### config.mk
export PLATFORM = sky130hd
export DESIGN_NAME = reset_sequencer
export DESIGN_NICKNAME = d
export VERILOG_FILES = /design/src/rtl/reset_seq_pkg.sv /design/src/rtl/bit_synchronizer.sv /design/src/rtl/reset_sequencer.sv
export SDC_FILE = /design/constraint.sdc
export NUM_CORES = 1
export LEC_CHECK = 0
export ABC_AREA = 1
export CAP_MARGIN = 30
export CELL_PAD_IN_SITES_DETAIL_PLACEMENT = 2
export CELL_PAD_IN_SITES_GLOBAL_PLACEMENT = 2
export CORE_AREA = 3 3 68 70
export CTS_CLUSTER_DIAMETER = 60
export DETAILED_ROUTE_END_ITERATION = 7
export DIE_AREA = 0 0 71 73
export GPL_TIMING_DRIVEN = 0
export PLACE_DENSITY = 0.86
export SLEW_MARGIN = 25
export SYNTH_ARGS = -nofsm -noshare
export SYNTH_HDL_FRONTEND = slang
export SYNTH_SLANG_ARGS = --single-unit
### constraint.sdc
create_clock -name clk -period 3.3 [get_ports clk]
set_clock_uncertainty 0.15 [all_clocks]
set_input_delay 0.66 -clock clk [delete_from_list [all_inputs] [get_ports clk]]
set_output_delay 0.66 -clock clk [all_outputs]
set_load 0.1 [all_outputs]
### src/rtl/reset_seq_pkg.sv
// Shared types and width helpers for the reset sequencer.
// Optional ack timeout is enabled by defining RESET_SEQ_TIMEOUT_EN.
package reset_seq_pkg;

  typedef enum logic [2:0] {
    WAIT_LOCK = 3'd0,
    HOLD      = 3'd1,
    RELEASE   = 3'd2,
    WAIT_ACK  = 3'd3,
    DONE      = 3'd4
  } reset_seq_state_t;

  localparam int MIN_STAGES = 2;
  localparam int MAX_STAGES = 8;
  localparam int MAX_COUNT  = 65535;

  // Bits needed to hold values 0..n-1, never less than one bit.
  function automatic int cnt_width(input int n);
    return (n <= 1) ? 1 : $clog2(n);
  endfunction

endpackage

### src/rtl/bit_synchronizer.sv
// Two-flop synchronizer for one level signal; both flops clear to 0 on reset_async.
module bit_synchronizer (
  input  logic clk,
  input  logic reset_async,
  input  logic d,
  output logic q
);

  logic meta;

  // Two-stage capture of the asynchronous level into the clk domain.
  always_ff @(posedge clk or posedge reset_async) begin
    if (reset_async) begin
      meta <= 1'b0;
      q    <= 1'b0;
    end else begin
      meta <= d;
      q    <= meta;
    end
  end

endmodule

### src/rtl/reset_sequencer.sv
// Releases NUM_STAGES reset outputs in ascending order once the PLL is locked.
// Define RESET_SEQ_TIMEOUT_EN to build the per-stage ack timeout and timeout_err flag.
module reset_sequencer
  import reset_seq_pkg::*;
#(
  parameter int NUM_STAGES  = 4,
  parameter int HOLD_CYCLES = 16,
  parameter int ACK_TIMEOUT = 255
) (
  input  logic                  clk,
  input  logic                  reset_async,
  input  logic                  pll_locked,
  input  logic [NUM_STAGES-1:0] stage_ack,
  output logic [NUM_STAGES-1:0] rst_out,
  output logic                  seq_done,
  output logic                  timeout_err
);

  localparam int IDX_W = cnt_width(NUM_STAGES);
  // One counter width covers both the hold and the ack-timeout range.
  localparam int CNT_W = cnt_width((HOLD_CYCLES > ACK_TIMEOUT) ? HOLD_CYCLES : ACK_TIMEOUT);
  localparam logic [CNT_W-1:0] HOLD_LOAD = CNT_W'(HOLD_CYCLES - 1);
  localparam logic [IDX_W-1:0] LAST_IDX  = IDX_W'(NUM_STAGES - 1);

  logic                  lock_sync;
  logic [NUM_STAGES-1:0] ack_sync;

  bit_synchronizer u_lock_sync (
    .clk         (clk),
    .reset_async (reset_async),
    .d           (pll_locked),
    .q           (lock_sync)
  );

  for (genvar g = 0; g < NUM_STAGES; g++) begin : g_ack_sync
    bit_synchronizer u_ack_sync (
      .clk         (clk),
      .reset_async (reset_async),
      .d           (stage_ack[g]),
      .q           (ack_sync[g])
    );
  end

  reset_seq_state_t      state, state_next;
  logic [IDX_W-1:0]      idx, idx_next;
  logic [CNT_W-1:0]      hold_cnt, hold_cnt_next;
  logic [NUM_STAGES-1:0] rst_next;
  logic                  advance;

`ifdef RESET_SEQ_TIMEOUT_EN
  localparam logic [CNT_W-1:0] ACK_LAST = CNT_W'(ACK_TIMEOUT - 1);
  logic [CNT_W-1:0] ack_cnt, ack_cnt_next;
  logic             tmo_hit;

  // Ack wait counter; a timeout counts as an ack, and lock loss suppresses both.
  always_comb begin
    ack_cnt_next = {CNT_W{1'b0}};
    tmo_hit      = 1'b0;
    if ((state == WAIT_ACK) && lock_sync && !ack_sync[idx]) begin
      if (ack_cnt == ACK_LAST) begin
        tmo_hit = 1'b1;
      end else begin
        ack_cnt_next = ack_cnt + CNT_W'(1);
      end
    end else begin
      ack_cnt_next = {CNT_W{1'b0}};
    end
  end

  assign advance = ack_sync[idx] | tmo_hit;

  // Timeout counter and sticky error flag; lock loss leaves the flag alone.
  always_ff @(posedge clk or posedge reset_async) begin
    if (reset_async) begin
      ack_cnt     <= {CNT_W{1'b0}};
      timeout_err <= 1'b0;
    end else begin
      ack_cnt     <= ack_cnt_next;
      timeout_err <= timeout_err | tmo_hit;
    end
  end
`else
  assign advance     = ack_sync[idx];
  assign timeout_err = 1'b0;
`endif

  // Next-state and next-output decode; lock loss overrides every other transition.
  always_comb begin
    state_next    = state;
    idx_next      = idx;
    hold_cnt_next = hold_cnt;
    rst_next      = rst_out;
    if ((state != WAIT_LOCK) && !lock_sync) begin
      state_next    = WAIT_LOCK;
      idx_next      = {IDX_W{1'b0}};
      hold_cnt_next = {CNT_W{1'b0}};
      rst_next      = {NUM_STAGES{1'b1}};
    end else begin
      case (state)
        WAIT_LOCK: begin
          rst_next = {NUM_STAGES{1'b1}};
          if (lock_sync) begin
            state_next    = HOLD;
            hold_cnt_next = HOLD_LOAD;
          end else begin
            hold_cnt_next = {CNT_W{1'b0}};
          end
        end
        HOLD: begin
          if (hold_cnt == {CNT_W{1'b0}}) begin
            state_next = RELEASE;
            idx_next   = {IDX_W{1'b0}};
          end else begin
            hold_cnt_next = hold_cnt - CNT_W'(1);
          end
        end
        RELEASE: begin
          rst_next[idx] = 1'b0;
          state_next    = WAIT_ACK;
        end
        WAIT_ACK: begin
          if (!advance) begin
            state_next = WAIT_ACK;
          end else if (idx == LAST_IDX) begin
            state_next = DONE;
          end else begin
            idx_next   = idx + IDX_W'(1);
            state_next = RELEASE;
          end
        end
        DONE: begin
          rst_next = {NUM_STAGES{1'b0}};
        end
        default: begin
          state_next    = WAIT_LOCK;
          idx_next      = {IDX_W{1'b0}};
          hold_cnt_next = {CNT_W{1'b0}};
          rst_next      = {NUM_STAGES{1'b1}};
        end
      endcase
    end
  end

  // State, index, hold counter and registered outputs.
  always_ff @(posedge clk or posedge reset_async) begin
    if (reset_async) begin
      state    <= WAIT_LOCK;
      idx      <= {IDX_W{1'b0}};
      hold_cnt <= {CNT_W{1'b0}};
      rst_out  <= {NUM_STAGES{1'b1}};
      seq_done <= 1'b0;
    end else begin
      state    <= state_next;
      idx      <= idx_next;
      hold_cnt <= hold_cnt_next;
      rst_out  <= rst_next;
      seq_done <= (state_next == DONE);
    end
  end

endmodule
==> impl_metrics.toml <==
[critical_path]
cp_cell_sequence = "clkdlybuf4s50_1"
timing.rr.end = "hold_cnt[0]$_DFFE_PP0P_"
crit_family = "buffers and inverters"
reg2reg_setup_slack_ns = 1.44
path_buf_inv = 1
arrival_ns = 1.97
start_kind = "flip-flop"
worstPathRequired_ns = 2.49
r2r_start = "hold_cnt[0]$_DFFE_PP0P_"
max_stage_delay_ns = 1.13
cp_max_fo = 2
ff2ff_path_depth = 9
cp-end-kind = "output pin"
criticalPathCategory = "reg -> out"
cp_slowest_cell = "clkdlybuf4s50_1"

[place]
place_ws_ns = 0.843
dp.cells = 229
port_buffers = 11
gp_congestion = 0.826
dp_hpwl_mm = 2.90
place_area_um2 = 1650

[die]
rows = 23
die-area_um2 = 5180
ios = 13
die_w_um = 71
core_um2 = 4030
start_util = 0.367
die_y_um = 73

[finish]
utilization = 0.428
fin_cells = 233
multi_input_area_um2 = 678
register_area_um2 = 706
area_delta_synth_final_pct = 16.5
final_net_count = 197
nFillCells = 467
drive_above_1_share = 0.235
n_antenna_cell = 0
fin_area_um2 = 1720

[clocking]
numCtsBuffers = 3
path_clk_slew_ns = 0.10
cts-resized-gates = 0
ctsRootBufferMaster = "clkbuf_8"
clk_latency_ns = 0.29
tritoncts = "built"
clock_path_buffers = 2
ctsHoldBuffers = 0
numClockSinks = 28
cts_max_level = 1
post_cts_buffers = 0

[global_routing]
grt_pass1_wl_mm = 7.62
grtUsageTotal = 0.195
gr-total-overflow = 0
grt_max_degree = 29
grt_pass1_vias = 1511
antenna_found_initial = 0

[yosys]
synthTopCellsByCount = "nand2_1, dfrtp_1, inv_1, nand3_1, nor2_1"
synth_edf_count = 0
synth_top_area_cell = "dfrtp_1"
synth_seq_area_share = 0.477
yosysTopAreaCellShare = 0.406
synth_cell_type_count = 28
ys_ff_latch = 28
yosysWarningCount = 0
synthFlopType = "dfrtp_1"
synth_area_leaders = "dfrtp_1, nand2_1, dfstp_2"
synthesis.instances = 168
netlist_area_um2 = 1480
syn_nets = 181
synth.most_common_cell = "nand2_1"
postSynthAreaPerCell_um2 = 8.81
async_flop_share = 1.00

[timing]
rsz0062_at_grt = "no"
finalWorstSetupSlack_ns = 0.524
worst_slew_margin_rel = 0.346
clock.fmax_ghz = 0.360
holdWs_ns = 0.214
hold_violations = 0
tns_ns = 0
finalMaxSlewViolations = 0
period_needed_ns = 2.78
worstMarginPinSlew_ns = 0.979
setup_violations = 0
finalCritPeriodShare = 0.841

[power_and_ir_drop]
total_power_mw = 1.67
p_per_area_nw_per_um2 = 970
ir_drop_mv = 0.329
power_leakage_nw = 0.805

[routing]
drc_errors = 0
viasPerCell = 5.21
ant_nets = 0
dr.pass1.iters = 4
drt-initial-drc-count = 43
vias = 1214
wl_mm = 4.45
wl_per_cell_um = 19.1

[status]
status = "completed"

[run]
drv_cap = 0

[min_path]
holdCritPathClass = "reg -> reg"
holdPathEnd = "g_ack_sync[0].u_ack_sync.q$_DFF_PP0_"
holdPathStages = 0
hold_start = "g_ack_sync[0].u_ack_sync.meta$_DFF_PP0_"
==> registers in the layout (all words and copies together) (netlist names) <==
register and count:
hold_cnt 8, g_ack_sync.u_ack_sync.meta 4, g_ack_sync.u_ack_sync.q 4, rst_out 4
state 3, idx 2, seq_done 1, u_lock_sync.meta 1
u_lock_sync.q 1
==> worst max path at each step <==
stage | start | end | depth (start not counted) | slack [ns]
6_report | rst_out[0]$_DFFE_PP1P_ | rst_out[0] | 1 | 0.52
5_1_grt | rst_out[0]$_DFFE_PP1P_ | rst_out[0] | 1 | 0.48
4_1_cts | rst_out[2]$_DFFE_PP1P_ | rst_out[2] | 1 | 0.51
3_5_place_dp | rst_out[0]$_DFFE_PP1P_ | rst_out[0] | 1 | 0.84
3_3_place_gp | rst_out[1]$_DFFE_PP1P_ | rst_out[1] | 1 | 0.85
2_1_floorplan | seq_done$_DFF_PP0_ | seq_done | 0 | 1.61
==> cell usage in the layout, fill, tap and decap left out, drive strengths merged <==
master	netlist	final
dfstp	4	4
o21ai	15	15
nand4	5	5
buf	1	1
nand2	50	50
nor3	1	1
inv	19	19
a31oi	1	1
o22ai	1	1
nand3	16	16
dfrtp	24	24
bufinv	0	1
clkinv	2	2
xor2	2	2
conb	1	1
ha	6	6
o31ai	1	1
a21oi	2	2
nor2	17	17
clkdlybuf4s50	0	11
clkbuf	0	3
==> metal layers <==
| metal | vias to the layer above | GRT usage | wire length, µm |
|---|---|---|---|
| li1 | 566 | - | - |
| met1 | 617 | 0.214 | 1850 |
| met3 | 12 | 0.0275 | 90 |
| met4 | 0 | 0.104 | 131 |
| met5 | - | 0 | 0 |
| met2 | 19 | 0.360 | 2380 |
==> area by class of cell <==
class,instances,area share
Buffer,1,0.00435
Inverter,21,0.0515
Multi-Input combinational cell,118,0.393
Tap cell,50,0.0363
Clock inverter,1,0.0174
Timing Repair Buffer,11,0.0639
Sequential cell,28,0.409
Clock buffer,3,0.0239
==> cells by family after synthesis <==
logic type / Yosys count / synth area share
AO/OA/AOI/OAI: 20 / 0.0955
XOR/XNOR: 2 / 0.0118
adder cells (fa/ha/maj): 6 / 0.0507
buffers and inverters: 22 / 0.0651
flip-flops: 28 / 0.477
other: 1 / 0.00253
AND/OR/NAND/NOR: 89 / 0.298
==> where the power goes <==
group | switching, mW | internal, mW | leakage (nW) | total (mW)
logic | 0.642 | 0.247 | 0.424 | 0.889
clock network | 0.119 | 0.163 | 0.0357 | 0.282
registers | 0.0725 | 0.428 | 0.346 | 0.501
total | 0.834 | 0.838 | 0.805 | 1.67
Note: power is estimated with default switching activity, not from simulation.
